File: src/rtl/mips_pkg.sv
// rtl/mips_pkg.sv - shared fetch-stage types and constants
package mips_pkg;

    localparam int INSTR_W    = 32;
    localparam int WORD_BYTES = 4;
    localparam logic [31:0] PC_INCR = 32'(WORD_BYTES);

    typedef enum logic [1:0] {
        IDLE,
        WAIT,
        DRAIN
    } fetch_state_t;

    typedef struct packed {
        logic [INSTR_W-1:0] instr;
        logic [31:0]        pc;
    } fetch_entry_t;

    function automatic logic [31:0] word_align(input logic [31:0] addr);
        return {addr[31:2], 2'b00};
    endfunction

endpackage

File: src/rtl/instr_fetch_unit_if.sv
// rtl/instr_fetch_unit_if.sv - instruction memory and instruction register handshakes
interface instr_fetch_unit_if;
    import mips_pkg::*;

    logic               imem_req;
    logic [31:0]        imem_addr;
    logic               imem_ack;
    logic [INSTR_W-1:0] imem_rdata;

    logic               ir_valid;
    logic               ir_ready;
    logic [INSTR_W-1:0] ir_instr;
    logic [31:0]        ir_pc;
    logic [31:0]        ir_pc_plus4;

    modport master (
        output imem_req, imem_addr, ir_valid, ir_instr, ir_pc, ir_pc_plus4,
        input  imem_ack, imem_rdata, ir_ready
    );

    modport slave (
        input  imem_req, imem_addr, ir_valid, ir_instr, ir_pc, ir_pc_plus4,
        output imem_ack, imem_rdata, ir_ready
    );

endinterface

File: src/rtl/instr_fetch_unit_fetch_queue.sv
// rtl/instr_fetch_unit_fetch_queue.sv - prefetch FIFO of {instr, pc} with flush
module fetch_queue
    import mips_pkg::*;
#(
    parameter int DEPTH = 4
) (
    input  logic                   CLK,
    input  logic                   RESET,
    input  logic                   push,
    input  logic                   pop,
    input  logic                   flush,
    input  fetch_entry_t           push_data,
    output fetch_entry_t           head,
    output logic [$clog2(DEPTH):0] count
);

    localparam int AW = $clog2(DEPTH);
    localparam logic [AW:0] FULL = (AW+1)'(DEPTH);

    fetch_entry_t      mem [DEPTH];
    logic [AW-1:0]     wr_ptr;
    logic [AW-1:0]     rd_ptr;

    // Storage is cleared on reset so the head reads as pc=0/instr=0 when empty.
    always_ff @(posedge CLK or posedge RESET) begin
        if (RESET) begin
            wr_ptr <= '0;
            rd_ptr <= '0;
            count  <= '0;
            for (int i = 0; i < DEPTH; i++) begin
                mem[i] <= '0;
            end
        end else if (flush) begin
            wr_ptr <= '0;
            rd_ptr <= '0;
            count  <= '0;
        end else begin
            if (push) begin
                mem[wr_ptr] <= push_data;
                wr_ptr      <= wr_ptr + 1'b1;
            end
            if (pop) begin
                rd_ptr <= rd_ptr + 1'b1;
            end
            count <= count + (AW+1)'(push) - (AW+1)'(pop);
        end
    end

    assign head = mem[rd_ptr];

    assert property (@(posedge CLK) disable iff (RESET) !(pop && count == '0));
    assert property (@(posedge CLK) disable iff (RESET) !(push && count == FULL));

endmodule

File: src/rtl/instr_fetch_unit.sv
// rtl/instr_fetch_unit.sv - fetch PC, imem request FSM and prefetch queue
module instr_fetch_unit
    import mips_pkg::*;
#(
    parameter int          DEPTH    = 4,
    parameter logic [31:0] RESET_PC = 32'h0000_0000
) (
    input  logic                   CLK,
    input  logic                   RESET,
    instr_fetch_unit_if.master     bus,
    input  logic                   redirect,
    input  logic [31:0]            redirect_pc,
    output logic [$clog2(DEPTH):0] queue_count
);

    localparam int CW = $clog2(DEPTH) + 1;
    localparam logic [CW-1:0] FULL = CW'(DEPTH);

    fetch_state_t state, state_n;
    logic         req_q, req_n;
    logic [31:0]  addr_q, addr_n;
    logic [31:0]  fetch_pc, fetch_pc_n;
    logic         ack, push, pop;
    logic [CW-1:0] count_n;
    fetch_entry_t head;

    assign ack     = req_q && bus.imem_ack;
    assign push    = (state == WAIT) && ack && !redirect;
    assign pop     = bus.ir_valid && bus.ir_ready && !redirect;
    assign count_n = queue_count + CW'(push) - CW'(pop);

    always_ff @(posedge CLK or posedge RESET) begin
        if (RESET) begin
            state    <= IDLE;
            req_q    <= 1'b0;
            addr_q   <= RESET_PC;
            fetch_pc <= RESET_PC;
        end else begin
            state    <= state_n;
            req_q    <= req_n;
            addr_q   <= addr_n;
            fetch_pc <= fetch_pc_n;
        end
    end

    // A request is only issued when the post-edge occupancy leaves a free
    // slot, so the response can always be pushed.
    always_comb begin
        state_n    = state;
        req_n      = req_q;
        addr_n     = addr_q;
        fetch_pc_n = fetch_pc;
        unique case (state)
            IDLE: begin
                if (redirect) begin
                    fetch_pc_n = word_align(redirect_pc);
                end else if (count_n < FULL) begin
                    state_n = WAIT;
                    req_n   = 1'b1;
                    addr_n  = fetch_pc;
                end
            end
            WAIT: begin
                if (redirect) begin
                    fetch_pc_n = word_align(redirect_pc);
                    if (ack) begin
                        state_n = IDLE;
                        req_n   = 1'b0;
                    end else begin
                        state_n = DRAIN;
                    end
                end else if (ack) begin
                    fetch_pc_n = fetch_pc + PC_INCR;
                    if (count_n < FULL) begin
                        addr_n = fetch_pc + PC_INCR;
                    end else begin
                        state_n = IDLE;
                        req_n   = 1'b0;
                    end
                end
            end
            DRAIN: begin
                if (redirect) begin
                    fetch_pc_n = word_align(redirect_pc);
                end
                if (ack) begin
                    state_n = IDLE;
                    req_n   = 1'b0;
                end
            end
            default: begin
                state_n = IDLE;
                req_n   = 1'b0;
            end
        endcase
    end

    fetch_queue #(.DEPTH(DEPTH)) u_queue (
        .CLK       (CLK),
        .RESET     (RESET),
        .push      (push),
        .pop       (pop),
        .flush     (redirect),
        .push_data ({bus.imem_rdata, addr_q}),
        .head      (head),
        .count     (queue_count)
    );

    assign bus.imem_req    = req_q;
    assign bus.imem_addr   = addr_q;
    assign bus.ir_valid    = (queue_count != '0);
    assign bus.ir_instr    = head.instr;
    assign bus.ir_pc       = head.pc;
    assign bus.ir_pc_plus4 = head.pc + PC_INCR;

endmodule

File: src/flat_wrapper.sv
// flat-port wrapper written by rule: the top's interface ports become plain ports
module instr_fetch_unit_flat import mips_pkg::*;
#(
    parameter int          DEPTH    = 4,
    parameter logic [31:0] RESET_PC = 32'h0000_0000
)
  (CLK, RESET, redirect, redirect_pc, queue_count, bus_imem_req, bus_imem_addr, bus_ir_valid, bus_ir_instr, bus_ir_pc, bus_ir_pc_plus4, bus_imem_ack, bus_imem_rdata, bus_ir_ready);
  instr_fetch_unit_if bus_i ();
  input  logic CLK;
  input  logic RESET;
  input  logic redirect;
  input  logic [31:0] redirect_pc;
  output logic [$clog2(DEPTH):0] queue_count;
  output wire logic [$bits(bus_i.imem_req)-1:0] bus_imem_req;
  output wire logic [$bits(bus_i.imem_addr)-1:0] bus_imem_addr;
  output wire logic [$bits(bus_i.ir_valid)-1:0] bus_ir_valid;
  output wire logic [$bits(bus_i.ir_instr)-1:0] bus_ir_instr;
  output wire logic [$bits(bus_i.ir_pc)-1:0] bus_ir_pc;
  output wire logic [$bits(bus_i.ir_pc_plus4)-1:0] bus_ir_pc_plus4;
  input wire logic [$bits(bus_i.imem_ack)-1:0] bus_imem_ack;
  input wire logic [$bits(bus_i.imem_rdata)-1:0] bus_imem_rdata;
  input wire logic [$bits(bus_i.ir_ready)-1:0] bus_ir_ready;
  assign bus_imem_req = bus_i.imem_req;
  assign bus_imem_addr = bus_i.imem_addr;
  assign bus_ir_valid = bus_i.ir_valid;
  assign bus_ir_instr = bus_i.ir_instr;
  assign bus_ir_pc = bus_i.ir_pc;
  assign bus_ir_pc_plus4 = bus_i.ir_pc_plus4;
  assign bus_i.imem_ack = bus_imem_ack;
  assign bus_i.imem_rdata = bus_imem_rdata;
  assign bus_i.ir_ready = bus_ir_ready;
  instr_fetch_unit #(.DEPTH(DEPTH), .RESET_PC(RESET_PC)) u_core (.CLK(CLK), .RESET(RESET), .bus(bus_i), .redirect(redirect), .redirect_pc(redirect_pc), .queue_count(queue_count));
endmodule
File: config.mk
export PLATFORM = sky130hd
export DESIGN_NAME = instr_fetch_unit_flat
export DESIGN_NICKNAME = d
export VERILOG_FILES = /design/src/rtl/mips_pkg.sv /design/src/rtl/instr_fetch_unit_if.sv /design/src/rtl/instr_fetch_unit_fetch_queue.sv /design/src/rtl/instr_fetch_unit.sv /design/src/flat_wrapper.sv
export SDC_FILE = /design/constraint.sdc
export NUM_CORES = 1
export LEC_CHECK = 0
export CELL_PAD_IN_SITES_DETAIL_PLACEMENT = 1
export CELL_PAD_IN_SITES_GLOBAL_PLACEMENT = 1
export CORE_ASPECT_RATIO = 0.9
export CORE_MARGIN = 2
export CORE_UTILIZATION = 45
export DETAILED_ROUTE_END_ITERATION = 6
export GPL_TIMING_DRIVEN = 1
export HOLD_SLACK_MARGIN = 0.02
export PLACE_DENSITY_LB_ADDON = 0.1
export SYNTH_ARGS = -nofsm -noshare
export SYNTH_HDL_FRONTEND = slang
export SYNTH_SLANG_ARGS = --single-unit
File: constraint.sdc
create_clock -name CLK -period 13.44 [get_ports CLK]
set_input_delay 1.344 -clock CLK [delete_from_list [all_inputs] [get_ports CLK]]
set_output_delay 1.344 -clock CLK [all_outputs]
set_load 0.005 [all_outputs]
==> After elaboration in Yosys (flattened, before gate mapping) <==
Cells that the tools add are included.
{ "word_totals": {"regBits": 330, "out_inout_bits": 133, "elab_cells": 94} }
{ "op_classes": {"n_addsub": 6, "n_lt_le_gt_ge": 4, "n_eq_ne": 11, "muxes": 36, "bitwise_logic": 3, "n_reduce_logical": 19} }
{ "ops": {"columns": ["cell", "n"], "rows": [
  ["bitwise mux 256 bit", 1],
  ["two-way mux 32 bit", 8],
  ["two-way mux 64 bit", 3],
  ["binary-select mux 64 bit (select 2 bit)", 1],
  ["demux 64 bit (select 2 bit)", 1],
  ["one-hot mux 32 bit (2 select lines)", 2],
  ["adder 32 x 3 -> 32 bit (second input constant)", 2],
  ["two-way mux 2 bit", 11],
  ["!= test 2 x 1 -> 1 bit (second input constant)", 4],
  ["nonzero test 2 bit", 4],
  [">= comparator 3 bit (second input constant)", 2],
  ["logical AND 1 bit", 6],
  ["two-way mux 1 bit", 6],
  ["!= test 2 bit (second input constant)", 3],
  ["NOT 2 -> 3 bit", 2],
  ["one-hot mux 2 bit (3 select lines)", 1],
  ["AND reduction 6 bit", 1],
  ["AND reduction 5 bit", 1],
  ["adder 2 x 1 -> 2 bit (second input constant)", 2],
  ["AND reduction 4 bit", 1],
  ["adder 3 x 1 -> 3 bit", 1],
  ["less-than comparator 3 x 1 -> 1 bit (second input constant)", 1],
  ["less-than comparator 3 bit (second input constant)", 1],
  ["two-way mux 3 bit", 1],
  ["13 further kinds", 13]
]} }

==> Depth between registers and ports, before layout <==
{ "logic_depth": {"depth_word": 10, "ltp_mapped": 16, "mapped_depth_nobuf": 14} }

==> Modules after synthesis <==
From an unflattened synthesis, not the netlist that was laid out.
{ "hier_totals": {"hier_cells": 1222, "area_unflattened_um2": 17141.4} }
{ "by_module_without_submodules": {"columns": ["mod", "n_inst", "cells_each", "area_each_um2", "seq_area_each_um2"], "rows": [
  ["fetch_queue", 1, 658, 12724.7, 6581.3],
  ["instr_fetch_unit", 1, 564, 4416.7, 1576.5]
]} }

==> Worst setup path before layout <==
No wires, ideal clock.
{ "synth_timing": {"path_type": "input-to-reg", "from": "input bus_imem_ack", "to": "register u_core.addr_q[22], in the netlist u_core.bus.imem_addr[22]", "setup_ps": 133, "t_arrival_ps": 3452, "required_time_ps": 13307, "path_slack_ps": 9854, "stages": 14, "path_buffers": 1, "path_cell_list": "nand3_1 -> nor2_1 -> inv_1 -> ha_1 -> inv_1 -> ha_1 -> inv_1 -> fa_1 -> xor2_1 -> xnor2_1 -> nand2_1 -> clkbuf_1 -> nand2_1 -> o21ai_0"} }
{ "synth_via": {"elab_chain_len": 8, "elab_cells_between_ends": 10, "classes_between": "2 x add/sub; 1 x order compare; 3 x eq/ne; 4 x reduce/logical"} }
{ "synth_lines": {"columns": ["item", "line", "text"], "rows": [
  ["from (decl)", "flat_wrapper.sv:20", "input wire logic [$bits(bus_i.imem_ack)-1:0] bus_imem_ack;"],
  ["logical AND 1 bit *", "instr_fetch_unit.sv:27", "assign ack = req_q && bus.imem_ack;"],
  ["logical AND 1 bit (2 in series)", "instr_fetch_unit.sv:28", "assign push = (state == WAIT) && ack && !redirect;"],
  ["adder 3 x 1 -> 3 bit", "instr_fetch_unit.sv:30", "assign count_n = queue_count + CW'(push) - CW'(pop);"],
  ["subtractor 3 x 1 -> 3 bit", "instr_fetch_unit.sv:30", null],
  ["less-than comparator 3 bit", "instr_fetch_unit.sv:57, instr_fetch_unit.sv:74", null],
  ["!= test 2 bit (no line) / != test 2 x 1 -> 1 bit (equally long branches)", null, null],
  ["AND reduction 6 bit (no line) *", null, null],
  ["to (signal assigned)", "instr_fetch_unit.sv:41", "addr_q <= addr_n;"],
  ["to (decl)", "instr_fetch_unit.sv:21", "logic [31:0] addr_q, addr_n;"]
]} }
Mark *: on every way between the ends. The rest lies on a longest branch, timed or not.
A chain may end at the register's enable or synchronous reset.

==> Worst setup path after layout <==
{ "layout_timing": {"from": "register u_core.u_queue.rd_ptr[1]", "to": "output bus_ir_pc_plus4[31]"} }
{ "layout_via": {"elab_chain_len": 5} }
{ "layout_lines": {"columns": ["item", "line", "text"], "rows": [
  ["from (decl)", "instr_fetch_unit_fetch_queue.sv:22", "logic [AW-1:0] rd_ptr;"],
  ["from (signal assigned)", "instr_fetch_unit_fetch_queue.sv:43", "rd_ptr <= rd_ptr + 1'b1;"],
  ["NOT 2 -> 3 bit (implied by the code)", "instr_fetch_unit_fetch_queue.sv:49", "assign head = mem[rd_ptr];"],
  ["binary-select mux 64 bit (select 2 bit)", "instr_fetch_unit_fetch_queue.sv:49", null],
  ["two-way mux 64 bit (implied by the code) (2 in series)", "instr_fetch_unit_fetch_queue.sv:49", null],
  ["adder 32 x 3 -> 32 bit", "instr_fetch_unit.sv:114", "assign bus.ir_pc_plus4 = head.pc + PC_INCR;"],
  ["to (decl)", "flat_wrapper.sv:19", "output wire logic [$bits(bus_i.ir_pc_plus4)-1:0] bus_ir_pc_plus4;"]
]} }
No other way between the ends. The select of a mux whose other input is x is not followed.

==> results.py <==
metrics = {
    "outcome": {
        "status": "complete, no violations",
    },
    "timing": {
        "timing.final.crit_share_pct": 40.8,
        "setup_tns_ns": 0,
        "grt_setup_unrepaired": "false",
        "slew_violations": 0,
        "finClkSkew_ns": 0.0190,
        "relSlewSlack_pct": 30.2,
        "min_period_ns": 5.48,
        "holdWs_ns": 0.499,
        "final-setup-viol-count": 0,
        "tightestPinTransition_ns": 1.05,
        "fmax_mhz": 182,
        "hold_violations": 0,
    },
    "clock_tree": {
        "cts-root-buf": "clkbuf_16",
        "h-tree-depth": 2,
        "clkLatencyLatePin_ns": 0.53,
        "post_cts_buffers": 0,
        "holdBufCountCts": 0,
        "clk_pin_slew_ns": 0.06,
        "cts_tree": "done",
        "clock_sinks": 318,
        "cts_resized": 0,
        "cts_buffers": 36,
        "clockBufferDepth": 3,
    },
    "grt": {
        "grt.overflow.total": 0,
        "antenna_found_initial": 0,
        "grt_pass1_wl_mm": 60.4,
        "track_usage_pct": 21.9,
        "grt_max_degree": 179,
        "grt_pass1_vias": 10600,
    },
    "detailed_routing": {
        "wl_per_cell_um": 21.4,
        "drt_iter0_markers": 422,
        "drt_wl_total_mm": 37.6,
        "drc": 0,
        "vias": 9851,
        "ant_nets": 0,
        "drt_first_pass_iters": 4,
        "vias_per_cell": 5.60,
    },
    "synth": {
        "synth.largest_area_cell": "dfrtp_1",
        "ys_seq_elements": 318,
        "syn_avg_cell_area_um2": 13.2,
        "yosysUniqueCellTypes": 52,
        "ys_warn_count": 0,
        "ys_async_sr_fraction_pct": 100,
        "synth_edf_count": 0,
        "syn_inst": 1149,
        "yosysSeqAreaShare_pct": 52.4,
        "netlist_top_cells_area": "dfrtp_1, mux2_2, mux4_2",
        "netlist_area_mm2": 0.0152,
        "synth_top_cell_area_share_pct": 52.4,
        "ys.flop_type": "dfrtp_1",
    },
    "setup_path": {
        "crit_chain": "buf_4 > mux4_1 > and4_1 > and2_1 > nand4_2 > nor4_2 > xor2_1 > clkdlybuf4s50_1",
        "ff2ff_setup_slack_ns": 9.65,
        "cp.arrival_ns": 4.14,
        "r2r-end": "u_core.bus.imem_addr[30]",
        "r2r.worst_path.cells": 15,
        "critPathRequiredTime_ns": 12.10,
        "path_depth": 8,
        "cp_max_fo": 50,
        "max_stage_delay_ns": 0.74,
        "end_kind": "primary output",
        "slowest_stage": "buf_4",
        "crit_start": "u_core.u_queue.rd_ptr[1]",
        "start_kind": "flip-flop",
        "path_class": "reg2out",
        "worstReg2RegStart": "u_core.state[0]",
        "endpoint": "bus_ir_pc_plus4[31]",
        "cp_num_buf_inv": 2,
        "critical_path.top_delay_family": "buffers and inverters",
    },
    "power": {
        "switchingPower_uw": 1290,
        "seq_power_share_pct": 37.2,
        "internal_power_uw": 2720,
        "p_leak_uw": 0.00808,
        "cellPowerDensity_mw_per_mm2": 216,
        "finalPower_uw": 4010,
        "ir_drop_mv": 0.0863,
        "switching_share_pct": 32.2,
        "clockPowerShare_pct": 25.6,
        "power_frac_comb_pct": 37.2,
    },
    "final_layout": {
        "fin_area_mm2": 0.0186,
        "n_antenna_cell": 0,
        "multiInputGateArea_mm2": 0.00679,
        "finalNetCount": 1386,
        "syn2layout_area_growth_pct": 22.3,
        "drive_gt1_share_pct": 29.2,
        "seqCellArea_mm2": 0.00796,
        "nFillCells": 3246,
    },
    "floorplanning": {
        "ioPinCount": 202,
        "die-area_mm2": 0.0352,
        "die_w_um": 198,
        "die_y_um": 178,
        "rows": 63,
        "start_util_pct": 45.9,
        "core_mm2": 0.0331,
    },
    "place": {
        "io_buffers": 193,
        "dpl-instance-area_mm2": 0.0173,
        "globalplace.congestion": 0.766,
        "dpl.hpwl_mm": 23.6,
    },
    "flow_run": {
        "drv_cap": 0,
    },
    "min_path": {
        "hp-class": "reg2reg",
    },
}
==> layout by cell type, fill, tap and decap left out, types with 4 or more instances in the layout <==
master             n
a21oi_1           48
a2bb2oi_1          6
a31o_2             4
a31oi_1            4
and2_4             4
and3_1             7
and4_1             6
buf_4              7
bufinv_16          5
clkbuf_1           5
clkbuf_16         37
clkbuf_8           4
clkdlybuf4s50_1  193
clkinv_2          10
conb_1             6
dfrtp_1          316
ha_1               8
inv_1             12
mux2_2           248
mux4_1            13
mux4_2            49
nand2_1           79
nand2b_1           4
nand3_1           31
nand4_1           10
nor2_1            45
nor3_1             6
o21ai_0           45
o22ai_1           14
xnor2_1           35
xor2_1            26
==> per-layer routing <==
layer	track usage (%)	share of wire, %
met3	3.57	3.8
met5	0	0
met2	36.9	49
met1	29.8	46
met4	5.80	1.7
==> worst min path at each step <==
stage | startpoint | to | slack, ns | cells after the start
2_1_floorplan | u_core.u_queue.mem[130] | u_core.u_queue.mem[130] | 0.47 | 1
6_report | u_core.u_queue.mem[198] | u_core.u_queue.mem[198] | 0.50 | 1
4_1_cts | u_core.u_queue.mem[198] | u_core.u_queue.mem[198] | 0.50 | 1
3_5_place_dp | u_core.u_queue.mem[198] | u_core.u_queue.mem[198] | 0.49 | 1
3_3_place_gp | u_core.u_queue.mem[85] | u_core.u_queue.mem[85] | 0.48 | 1
5_1_grt | u_core.u_queue.mem[141] | u_core.u_queue.mem[141] | 0.52 | 1
==> cells in the mapped netlist, types with 2 or more instances <==
cell type / instances
buf_2: 31
nand4_1: 10
nor4_2: 3
a31oi_1: 4
mux2i_1: 3
buf_1: 3
nand2_1: 79
a31o_2: 4
and3_1: 7
nor2b_1: 4
inv_1: 13
a21o_1: 3
buf_4: 8
xnor2_1: 35
mux4_1: 13
dfrtp_1: 318
ha_1: 8
mux2_2: 248
o32ai_1: 3
and2_1: 7
o21ai_0: 45
and4_1: 6
a22oi_1: 2
a2bb2oi_1: 6
nand3_1: 31
nor4_1: 2
nand2b_1: 4
clkbuf_1: 39
mux4_2: 49
nor2_1: 45
nor3_1: 6
nand4_2: 2
o22ai_1: 14
or3_1: 2
xor2_1: 26
a21oi_1: 49
buf_12: 2
==> cell families (layout without fill, tap and decap cells) <==
kind of cell,after synthesis,after routing,share of synthesized area [%]
other cells,1,6,0.0247
simple gates,214,214,6.88
compound gates,134,134,5.03
mux,313,313,28.1
flops,318,318,52.4
fa+ha+maj,9,9,0.791
xor+xnor,62,62,3.62
buf+inv,98,280,3.16
==> power by group through the flow <==
| stage | Clock [uW] | Sequential [uW] | Combinational (uW) |
|---|---|---|---|
| after global placement | 0 | 1490 | 1480 |
| after CTS | 1050 | 1490 | 1520 |
| after floorplan | 0 | 1380 | 864 |
| after global routing | 1090 | 1540 | 1620 |
| after detailed placement | 0 | 1510 | 1510 |
| final | 1030 | 1490 | 1490 |
==> final cells by class <==
cell class                      instances  area share, %
Sequential cell                       318           42.8
Tap cell                              422           2.84
Multi-Input combinational cell        738           36.5
Clock buffer                           46           5.38
Clock inverter                         20           1.29
Timing Repair Buffer                  201           10.8
Inverter                               13          0.303
==> sequential cells by signal, summed over array words and instances (netlist names) <==
name	flops
u_core.u_queue.count	3
u_core.state	2
u_core.bus.imem_req	1
u_core.fetch_pc	30
u_core.u_queue.mem	248
u_core.u_queue.wr_ptr	2
u_core.u_queue.rd_ptr	2
u_core.bus.imem_addr	30
==> metrics by stage <==
| step | cells | setup WS (ns) | util [%] |
|---|---|---|---|
| final | 1758 | 7.96 | 56.1 |
| after global routing | 1758 | 7.63 | 56.1 |
| after CTS | 1758 | 7.83 | 56.1 |
| after detailed placement | 1692 | 8.39 | 52.4 |
| after global placement | 1692 | 8.43 | 52.4 |
| after floorplan | 1154 | 3.30 | - |
Note: power is estimated with default switching activity, not from simulation.
